`config.mk`:
```
export PLATFORM = sky130hd
export DESIGN_NAME = axis_step_arbiter_flat
export DESIGN_NICKNAME = d
export VERILOG_FILES = /design/src/rtl/axis_step_arbiter_pkg.sv /design/src/rtl/axis_step_arbiter_if.sv /design/src/rtl/axis_step_arbiter_timer.sv /design/src/rtl/axis_step_arbiter.sv /design/src/flat_wrapper.sv
export SDC_FILE = /design/constraint.sdc
export NUM_CORES = 1
export LEC_CHECK = 0
export CAP_MARGIN = 5
export CORE_MARGIN = 2
export CORE_UTILIZATION = 55
export CTS_BUF_LIST = sky130_fd_sc_hd__clkbuf_16
export DETAILED_ROUTE_END_ITERATION = 10
export DONT_BUFFER_PORTS = 1
export PLACE_DENSITY = 0.78
export SLEW_MARGIN = 40
export SYNTH_ARGS = -nofsm -noshare
export SYNTH_HDL_FRONTEND = slang
export SYNTH_SLANG_ARGS = --single-unit
```
`constraint.sdc`:
```
create_clock -name clock -period 6.2 [get_ports clock]
set_input_delay 1.55 -clock clock [delete_from_list [all_inputs] [get_ports clock]]
set_output_delay 1.55 -clock clock [all_outputs]
set_load 0.02 [all_outputs]
```
`src/rtl/axis_step_arbiter_pkg.sv`:
```
// rtl/axis_step_arbiter_pkg.sv - shared owner and FSM state encodings for the step arbiter
package axis_step_arbiter_pkg;

   // Who currently holds the step generator
   typedef enum logic [1:0] {
      OWNER_NONE = 2'd0,
      OWNER_JOG  = 2'd1,
      OWNER_PROG = 2'd2
   } owner_t;

   // Step generator sequence: optional direction setup, then high and low halves
   typedef enum logic [1:0] {
      ST_IDLE       = 2'd0,
      ST_DIR_WAIT   = 2'd1,
      ST_PULSE_HIGH = 2'd2,
      ST_PULSE_LOW  = 2'd3
   } state_t;

   localparam int TIMER_W = 32;

endpackage

```
`src/rtl/axis_step_arbiter_if.sv`:
```
// rtl/axis_step_arbiter_if.sv - request and driver-side signals of one step axis
interface axis_step_arbiter_if;
   import axis_step_arbiter_pkg::*;

   logic         jog_fwd;
   logic         jog_rev;
   logic [31:0]  prog_speed;
   logic         prog_dir;
   logic         step_out;
   logic         dir_out;
   logic [1:0]   owner;
   logic         busy;
   logic [31:0]  position;

   // Request source / observer side
   modport master (
      output jog_fwd, jog_rev, prog_speed, prog_dir,
      input  step_out, dir_out, owner, busy, position
   );

   // Arbiter side
   modport slave (
      input  jog_fwd, jog_rev, prog_speed, prog_dir,
      output step_out, dir_out, owner, busy, position
   );

endinterface

```
`src/rtl/axis_step_arbiter_timer.sv`:
```
// rtl/axis_step_arbiter_timer.sv - step_timer: loadable count-down used for half-periods and direction setup
module step_timer
   import axis_step_arbiter_pkg::*;
#(
   parameter int W = TIMER_W
) (
   input  logic         clock,
   input  logic         reset,
   input  logic         load,
   input  logic [W-1:0] load_value,
   output logic         done
);

   logic [W-1:0] count;

   // Load N-1 to get an N-cycle interval; counting stops at zero
   always_ff @(posedge clock or posedge reset) begin
      if (reset) begin
         count <= '0;
      end else if (load) begin
         count <= load_value;
      end else if (count != '0) begin
         count <= count - 1'b1;
      end
   end

   assign done = (count == '0);

endmodule

```
`src/rtl/axis_step_arbiter.sv`:
```
// rtl/axis_step_arbiter.sv - one axis: jog/program arbitration and step/dir pulse generation
module axis_step_arbiter
   import axis_step_arbiter_pkg::*;
#(
   parameter int unsigned JOG_HALF  = 50000,
   parameter int unsigned DIR_SETUP = 200
) (
   input  logic                clock,
   input  logic                reset,
   axis_step_arbiter_if.slave  axis
);

   state_t               state;
   state_t               state_next;

   logic                 jog_req;
   logic                 prog_req;
   logic                 any_req;
   owner_t               req_owner;
   logic                 req_dir;
   logic [TIMER_W-1:0]   req_half;

   owner_t               owner_q;
   owner_t               owner_next;
   logic                 dir_q;
   logic                 dir_next;
   logic [TIMER_W-1:0]   half_q;
   logic [TIMER_W-1:0]   half_next;
   logic                 step_q;
   logic                 step_next;
   logic [31:0]          pos_q;
   logic [31:0]          pos_next;

   logic                 timer_load;
   logic [TIMER_W-1:0]   timer_value;
   logic                 timer_done;

   step_timer #(.W(TIMER_W)) u_timer (
      .clock      (clock),
      .reset      (reset),
      .load       (timer_load),
      .load_value (timer_value),
      .done       (timer_done)
   );

   assign jog_req  = axis.jog_fwd ^ axis.jog_rev;
   assign prog_req = (axis.prog_speed != '0);
   assign any_req  = jog_req | prog_req;

   // Fixed-priority request decode: jog beats program
   always_comb begin
      req_owner = OWNER_NONE;
      req_dir   = dir_q;
      req_half  = '0;
      if (jog_req) begin
         req_owner = OWNER_JOG;
         req_dir   = axis.jog_rev;
         req_half  = TIMER_W'(JOG_HALF);
      end else if (prog_req) begin
         req_owner = OWNER_PROG;
         req_dir   = axis.prog_dir;
         req_half  = axis.prog_speed;
      end
   end

   // State register
   always_ff @(posedge clock or posedge reset) begin
      if (reset) begin
         state <= ST_IDLE;
      end else begin
         state <= state_next;
      end
   end

   // Next-state: a pulse, once started, always runs to completion
   always_comb begin
      state_next = state;
      unique case (state)
         ST_IDLE: begin
            if (any_req) begin
               if ((req_dir != dir_q) && (DIR_SETUP != 0)) begin
                  state_next = ST_DIR_WAIT;
               end else begin
                  state_next = ST_PULSE_HIGH;
               end
            end
         end
         ST_DIR_WAIT: begin
            if (timer_done) state_next = ST_PULSE_HIGH;
         end
         ST_PULSE_HIGH: begin
            if (timer_done) state_next = ST_PULSE_LOW;
         end
         ST_PULSE_LOW: begin
            if (timer_done) state_next = ST_IDLE;
         end
         default: state_next = ST_IDLE;
      endcase
   end

   // Outputs: timer loads on each phase entry, grant latched only on IDLE edges
   always_comb begin
      timer_load  = 1'b0;
      timer_value = '0;
      owner_next  = owner_q;
      dir_next    = dir_q;
      half_next   = half_q;
      pos_next    = pos_q;
      step_next   = (state_next == ST_PULSE_HIGH);

      if (state == ST_IDLE) begin
         owner_next = req_owner;
         if (any_req) begin
            dir_next  = req_dir;
            half_next = req_half;
         end
      end

      if ((state == ST_IDLE) && (state_next == ST_DIR_WAIT)) begin
         timer_load  = 1'b1;
         timer_value = TIMER_W'(DIR_SETUP) - 1'b1;
      end else if ((state != ST_PULSE_HIGH) && (state_next == ST_PULSE_HIGH)) begin
         timer_load  = 1'b1;
         timer_value = (state == ST_IDLE) ? (req_half - 1'b1) : (half_q - 1'b1);
         pos_next    = dir_next ? (pos_q - 32'd1) : (pos_q + 32'd1);
      end else if ((state == ST_PULSE_HIGH) && (state_next == ST_PULSE_LOW)) begin
         timer_load  = 1'b1;
         timer_value = half_q - 1'b1;
      end
   end

   // Registered driver outputs and latched grant; reset drops step_out at once
   always_ff @(posedge clock or posedge reset) begin
      if (reset) begin
         owner_q <= OWNER_NONE;
         dir_q   <= 1'b0;
         half_q  <= '0;
         step_q  <= 1'b0;
         pos_q   <= '0;
      end else begin
         owner_q <= owner_next;
         dir_q   <= dir_next;
         half_q  <= half_next;
         step_q  <= step_next;
         pos_q   <= pos_next;
      end
   end

   assign axis.step_out = step_q;
   assign axis.dir_out  = dir_q;
   assign axis.owner    = owner_q;
   assign axis.busy     = (state != ST_IDLE);
   assign axis.position = pos_q;

endmodule

```
`src/flat_wrapper.sv`:
```
// flat-port wrapper written by rule: the top's interface ports become plain ports
module axis_step_arbiter_flat import axis_step_arbiter_pkg::*;
#(
   parameter int unsigned JOG_HALF  = 50000,
   parameter int unsigned DIR_SETUP = 200
)
  (clock, reset, axis_jog_fwd, axis_jog_rev, axis_prog_speed, axis_prog_dir, axis_step_out, axis_dir_out, axis_owner, axis_busy, axis_position);
  axis_step_arbiter_if axis_i ();
  input  logic clock;
  input  logic reset;
  input wire logic [$bits(axis_i.jog_fwd)-1:0] axis_jog_fwd;
  input wire logic [$bits(axis_i.jog_rev)-1:0] axis_jog_rev;
  input wire logic [$bits(axis_i.prog_speed)-1:0] axis_prog_speed;
  input wire logic [$bits(axis_i.prog_dir)-1:0] axis_prog_dir;
  output wire logic [$bits(axis_i.step_out)-1:0] axis_step_out;
  output wire logic [$bits(axis_i.dir_out)-1:0] axis_dir_out;
  output wire logic [$bits(axis_i.owner)-1:0] axis_owner;
  output wire logic [$bits(axis_i.busy)-1:0] axis_busy;
  output wire logic [$bits(axis_i.position)-1:0] axis_position;
  assign axis_i.jog_fwd = axis_jog_fwd;
  assign axis_i.jog_rev = axis_jog_rev;
  assign axis_i.prog_speed = axis_prog_speed;
  assign axis_i.prog_dir = axis_prog_dir;
  assign axis_step_out = axis_i.step_out;
  assign axis_dir_out = axis_i.dir_out;
  assign axis_owner = axis_i.owner;
  assign axis_busy = axis_i.busy;
  assign axis_position = axis_i.position;
  axis_step_arbiter #(.JOG_HALF(JOG_HALF), .DIR_SETUP(DIR_SETUP)) u_core (.clock(clock), .reset(reset), .axis(axis_i));
endmodule
```
==> impl_metrics.csv, run 1 <==
group,metric,value,unit
pwr,power.share.switching,32.7,%
die,die_area,0.0151,mm2
clocking,hold_buffers,0,
clocking,cts_tree,"done",
global_routing,grt_max_degree,60,
hold_path,hold_depth,1,
clocking,clk_latency,0.36,ns
placement,numPortBuffers,0,
synth,avgSynthCellArea,8.25,um2
placement,post-place-ws,0.113,ns
global_routing,grt_pass1_wl,35100,um
synth,synth_nets,1013,
global_routing,grtUsageTotal,29.7,%
outcome,outcome,"finished, final reports clean",
hold_path,hold_path.class,"reg -> reg",
clocking,cts_root_buffer,"clkbuf_16",
setup_path,criticalPathCategory,"in -> reg",
synth,synth_area_leaders,"dfrtp_1 33%, xnor2_1 6.0%, xor2_1 5.6%, ha_1 5.5%, nand2_1 5.4%",
timing,fin_ws,0.365,ns
die,die_w,123,um
detailed_routing,drt_iter0_drc,809,
pwr,p_switching,0.625,mW
timing,hold_viol_final,0,
die,initial_core_util,56.1,%
global_routing,grt_pass1_vias,6797,
detailed_routing,num_vias,7231,
timing,relSlewSlack,47.1,%
global_routing,gr-total-overflow,0,
timing,slew_viol_final,0,
detailed_routing,ant_nets,0,
layout,nNetsFinal,1007,
pwr,total_power,1.91,mW
timing,finalSetupViolations,0,
synth,synthesis.area,0.00776,mm2
timing,tns,0,ns
detailed_routing,drc_errors,0,
setup_path,rr_worst_depth,18,
flow_run,maxCapViolations,0,
synth,synth_top_area_share,32.9,%
setup_path,critical_path_arrival,6.06,ns
layout,diodes,0,
timing,fin_worst_skew,0.00872,ns
setup_path,cp_max_fo,16,
die,die_h,123,um
die,rows,43,
timing,layout_worst_path_cycle_share,94.1,%
synth,yosysTopAreaCell,"dfrtp_1",
timing,fmax,171,MHz
pwr,p_comb_share,25.3,%
timing,whs,0.548,ns
detailed_routing,vias_per_cell,6.46,
setup_path,endpoint_kind,"flop",
clocking,cts_resized,0,
global_routing,antenna_found_initial,0,
pwr,cellPowerDensity,232,mW/mm2
placement,place.gp.congestion,0.935,
detailed_routing,totalWireLength,21900,um
timing,worst_slew_pin_slew,0.794,ns
pwr,leakagePower,3.39,nW
detailed_routing,wl_per_cell,19.6,um
layout,final_cell_mix,"112 x nand2_1, 102 x dfrtp_1, 98 x nor2_1, 70 x o21ai_0, 68 x a21oi_1",
synth,syn-instance-count,941,
clocking,cts_buffer_depth,2,
setup_path,startpoint_type,"primary input",
pwr,p_int,1.28,mW
synth,ys_types,71,
pwr,power_frac_clock,30.1,%
layout,drive_gt1_share,7.23,%
clocking,cts.sinks,102,
timing,rsz0062_at_grt,"false",
detailed_routing,firstDrtPassIters,6,
timing,min_period,5.83,ns
setup_path,worstPathRequired,6.42,ns
synth,synth_edf_count,0,
pwr,seqPwrFrac,44.6,%
die,coreArea,0.0138,mm2
synth,async_flop_share,100,%
clocking,cts_setup_buffers,0,
die,io_pins,74,
clocking,htreeDepth,3,
clocking,cts_buffers,9,
synth,ys.flop_type,"dfrtp_1",
placement,detailed_place_hpwl,15900,um
clocking,cts.reportedPaths.clkPinSlew,0.07,ns
synth,synth_warnings,0,
layout,layout_commonest_cell,"nand2_1",
synth,ys_ff_latch,102,
layout,area_growth,5.84,%
layout,post-route-util,59.4,%
pwr,vdd_drop_max,125,uV
synth,seq_area_frac_synth,32.9,%
critical path, cell delays in order:
cell and delay [ns]:
or4_4 0.56, or4_4 0.54, or3_4 0.36, nand2_2 0.09, o22ai_1 0.08, a22o_1 0.27, inv_1 0.16, buf_4 0.26
ha_1 0.31, a21o_1 0.22, a211o_1 0.31, o21ai_0 0.19, nand2_1 0.13, a221o_1 0.38, a21oi_1 0.29, a21oi_1 0.15
xnor2_1 0.15, o21ai_0 0.08
cells by family after synthesis:
group	after synthesis	share of synthesized area, %
buffers and inverters	55	3.72
adder cells (fa/ha/maj)	35	5.74
flip-flops	102	32.9
XOR/XNOR	103	11.6
AND/OR/NAND/NOR	380	23.9
multiplexers	3	0.403
AO/OA/AOI/OAI	263	21.7
final cells by class:
type                    instances  area, um2
flip-flops and latches        102       2550
well taps                     180        225
fillers                      1222       5610
repair buffers                 21        158
multi-input cells             784       4920
clock inverters                 7       65.1
inverters                      17       66.3
clock buffers                   9        225
cell usage after synthesis, drive strengths merged, types with 3 or more instances:
cell,instances
a21oi,71
inv,17
or2,8
a31oi,9
dfrtp,102
nand2,113
nor4b,3
ha,34
xor2,50
a22o,26
nor2,101
a221oi,7
buf,16
o211ai,5
clkbuf,22
nand4,6
o21ai,71
or3,22
nand2b,14
o31ai,6
and3,5
o22ai,14
nand3,21
nor3,45
xnor2,53
o21a,4
nor2b,4
a211oi,13
or4,9
nor4,19
a21o,13
and4,3
o311ai,4
registers in the layout, indices dropped and copies added (netlist names):
register	flops
u_core.axis.position	32
u_core.half_q	32
u_core.u_timer.count	32
u_core.axis.owner	2
u_core.state	2
u_core.axis.dir_out	1
u_core.axis.step_out	1
power by group through the flow:
stage | logic [mW] | clock network (mW) | registers (mW)
after floorplan | 0.384 | 0 | 0.839
after global placement | 0.460 | 0 | 0.855
after detailed placement | 0.471 | 0 | 0.860
after CTS | 0.476 | 0.576 | 0.849
after global routing | 0.540 | 0.604 | 0.860
final | 0.482 | 0.575 | 0.851
per-layer routing:
metal  GRT usage (%)  vias up  wire length (um)
li1                -     3415                 -
met1            41.6     3411              9370
met2            44.0      373              9750
met3            8.04       32              2410
met4            10.6        0               399
met5               0        -                 0
worst paths after layout:
path | start | to | slack, ns
min in group asynchronous | reset | u_core.axis.position[31] | 1.15
max reg2reg | u_core.state[0] | u_core.axis.position[30] | 1.79
min | u_core.half_q[11] | u_core.half_q[11] | 0.55
max | axis_prog_speed[24] | u_core.axis.position[30] | 0.37
max in group asynchronous | reset | u_core.half_q[1] | 3.90
min reg2reg | u_core.half_q[11] | u_core.half_q[11] | 0.55
metrics by stage:
stage	cells	area, um2
global placement	1104	7920
finish	1120	8210
floorplan	941	7760
detailed placement	1104	7920
CTS	1120	8210
global route	1120	8210
(Power assumes the default switching activity.)
==> run 2, diff against run 1 <==
CTS_CLUSTER_SIZE = 16   (was unset)
clock period = 6 ns   (was 6.2 ns; I/O delays follow)
==> run 2 against run 1 <==
  * First-iteration DRC count fell by 13%
  * Cell area rose by 2.1%
  * Sequential share of layout area is 0.63 points lower
  * Die area is the same
  * Routed wire length about the same
  * Critical path depth decreased by 2
  * Count of clock-buffer cells in the layout did not move
  * Worst setup slack got worse by 0.029 ns
  * Critical endpoint is now u_core.axis.position[29]
  * Largest cell class unchanged
  * Highest routed layer unchanged
==> impl_metrics.csv, run 2 (synthesis results as in run 1) <==
group,metric,value,unit
setup_path,worstPathRequired,6.25,ns
pwr,p_switching,0.645,mW
setup_path,cp_slowest_cell,"or4_4",
die,io_pins,74,
layout,post-route-util,60.6,%
die,coreArea,0.0138,mm2
pwr,vdd_drop_max,120,uV
clocking,cts_root_buffer,"clkbuf_16",
pwr,p_comb_share,24.4,%
timing,min_period,5.66,ns
pwr,cellPowerDensity,246,mW/mm2
die,initial_core_util,56.1,%
clocking,cts_setup_buffers,0,
flow_run,maxCapViolations,0,
global_routing,grtUsageTotal,29.2,%
clocking,clk_latency,0.36,ns
pwr,power_frac_clock,33.1,%
pwr,p_int,1.42,mW
setup_path,criticalPathCategory,"in -> reg",
timing,relSlewSlack,47.5,%
layout,layout_commonest_cell,"nand2_1",
setup_path,endpoint_kind,"flop",
detailed_routing,ant_nets,0,
setup_path,slowest_delay,0.57,ns
pwr,seqPwrFrac,42.6,%
placement,dp_cells,1114,
layout,nNetsFinal,1018,
clocking,cts.reportedPaths.clkPinSlew,0.07,ns
timing,slew_viol_final,0,
timing,fmax,177,MHz
setup_path,startpoint_type,"primary input",
clocking,cts_buffer_depth,2,
clocking,hold_buffers,0,
detailed_routing,num_vias,7291,
global_routing,antenna_found_initial,0,
pwr,leakagePower,3.48,nW
detailed_routing,firstDrtPassIters,6,
outcome,outcome,"finished, final reports clean",
timing,hold_viol_final,0,
layout,drive_gt1_share,8.52,%
layout,diodes,0,
layout,fin_area,0.00838,mm2
placement,detailed_place_hpwl,15900,um
global_routing,gr-total-overflow,0,
clocking,cts.sinks,102,
hold_path,hold_path.class,"reg -> reg",
detailed_routing,vias_per_cell,6.45,
detailed_routing,wl_per_cell,19.4,um
detailed_routing,drt_iter0_drc,704,
timing,worst_slew_pin_slew,0.788,ns
setup_path,path_delay_family,"compound AO/OA/AOI/OAI gates",
timing,fin_worst_skew,0.00888,ns
placement,placed_cell_area,0.00803,mm2
pwr,total_power,2.06,mW
clocking,cts_buffers,9,
timing,layout_worst_path_cycle_share,94.4,%
die,die_h,123,um
timing,tns,0,ns
timing,finalSetupViolations,0,
setup_path,crit_chain,"or4_4 > or4_4 > or3_4 > o22ai_1 > a22o_1 > clkinvlp_4 > ha_1 > a211oi_1 > o21ai_0 > o31ai_1 > o211ai_1 > o22ai_1 > o21ai_0 > a21oi_1 > xnor2_1 > mux2_2",
clocking,cts_resized,0,
global_routing,grt_pass1_wl,34600,um
layout,final_cell_count_no_fill,1131,
layout,final_cell_mix,"112 x nand2_1, 102 x dfrtp_1, 97 x nor2_1, 70 x o21ai_0, 68 x a21oi_1",
die,die_area,0.0151,mm2
die,die_w,123,um
detailed_routing,drc_errors,0,
placement,place.gp.congestion,0.954,
placement,numPortBuffers,0,
pwr,power.share.switching,31.3,%
timing,rsz0062_at_grt,"false",
die,rows,43,
global_routing,grt_pass1_vias,6741,
detailed_routing,totalWireLength,21900,um
clocking,cts_tree,"done",
timing,fin_ws,0.336,ns
timing,whs,0.538,ns
setup_path,critical_path_arrival,5.91,ns
layout,area_growth,8.03,%
placement,post-place-ws,0.0312,ns
setup_path,cp_max_fo,8,
setup_path,crit_buf_inv,1,
clocking,htreeDepth,3,
global_routing,grt_max_degree,53,
[run 2: cell count changes in the layout (fill, tap and decap cells not counted), sizes merged]
cell	delta
buf	+11
bufinv	+2
clkinv	-4
clkinvlp	+2
[run 2: layout make-up]
| class | instances | area (um2) |
|---|---|---|
| Clock inverter | 7 | 114 |
| Clock buffer | 9 | 225 |
| Inverter | 17 | 70.1 |
| Sequential cell | 102 | 2550 |
| Fill cell | 1182 | 5440 |
| Timing Repair Buffer | 32 | 273 |
| Tap cell | 180 | 225 |
| Multi-Input combinational cell | 784 | 4920 |
[run 2: worst register-to-register path, stage by stage, from the launching register on]
cell,delay (ns)
dfrtp_1,0.52
nor2_1,0.64
buf_4,0.34
o21ai_0,0.14
a22o_1,0.27
clkinvlp_4,0.17
ha_1,0.26
a211oi_1,0.23
o21ai_0,0.15
o31ai_1,0.37
o211ai_1,0.20
o22ai_1,0.31
o21ai_0,0.20
a21oi_1,0.19
xnor2_1,0.07
mux2_2,0.26
[run 2: layer usage]
layer  part of all wire (%)  routed length, um  vias up  global-route usage [%]
met5                      0                  0        -                       0
met4                    2.5                539        0                    10.2
met3                    9.7               2130       55                    5.44
met2                     44               9660      386                    44.0
met1                     44               9600     3423                    42.0
li1                       -                  -     3427                       -
[run 2: power groups by stage]
stage | logic [mW] | clock network, mW | registers, mW
2_1_floorplan | 0.397 | 0 | 0.866
3_3_place_gp | 0.481 | 0 | 0.884
3_5_place_dp | 0.489 | 0 | 0.887
4_1_cts | 0.494 | 0.684 | 0.875
5_1_grt | 0.556 | 0.703 | 0.889
6_report | 0.502 | 0.681 | 0.877
[run 2: worst paths after layout]
check                                         start                       end  slack (ns)  cells after the start
max in group asynchronous                     reset         u_core.half_q[13]        3.77                      2
min in group asynchronous                     reset  u_core.axis.position[31]        1.11                      1
worst max-delay path            axis_prog_speed[24]  u_core.axis.position[29]        0.34                     16
worst min-delay path              u_core.half_q[14]         u_core.half_q[14]        0.54                      2
worst max register to register      u_core.state[0]  u_core.axis.position[29]        1.57                     15
worst min register to register    u_core.half_q[14]         u_core.half_q[14]        0.54                      2
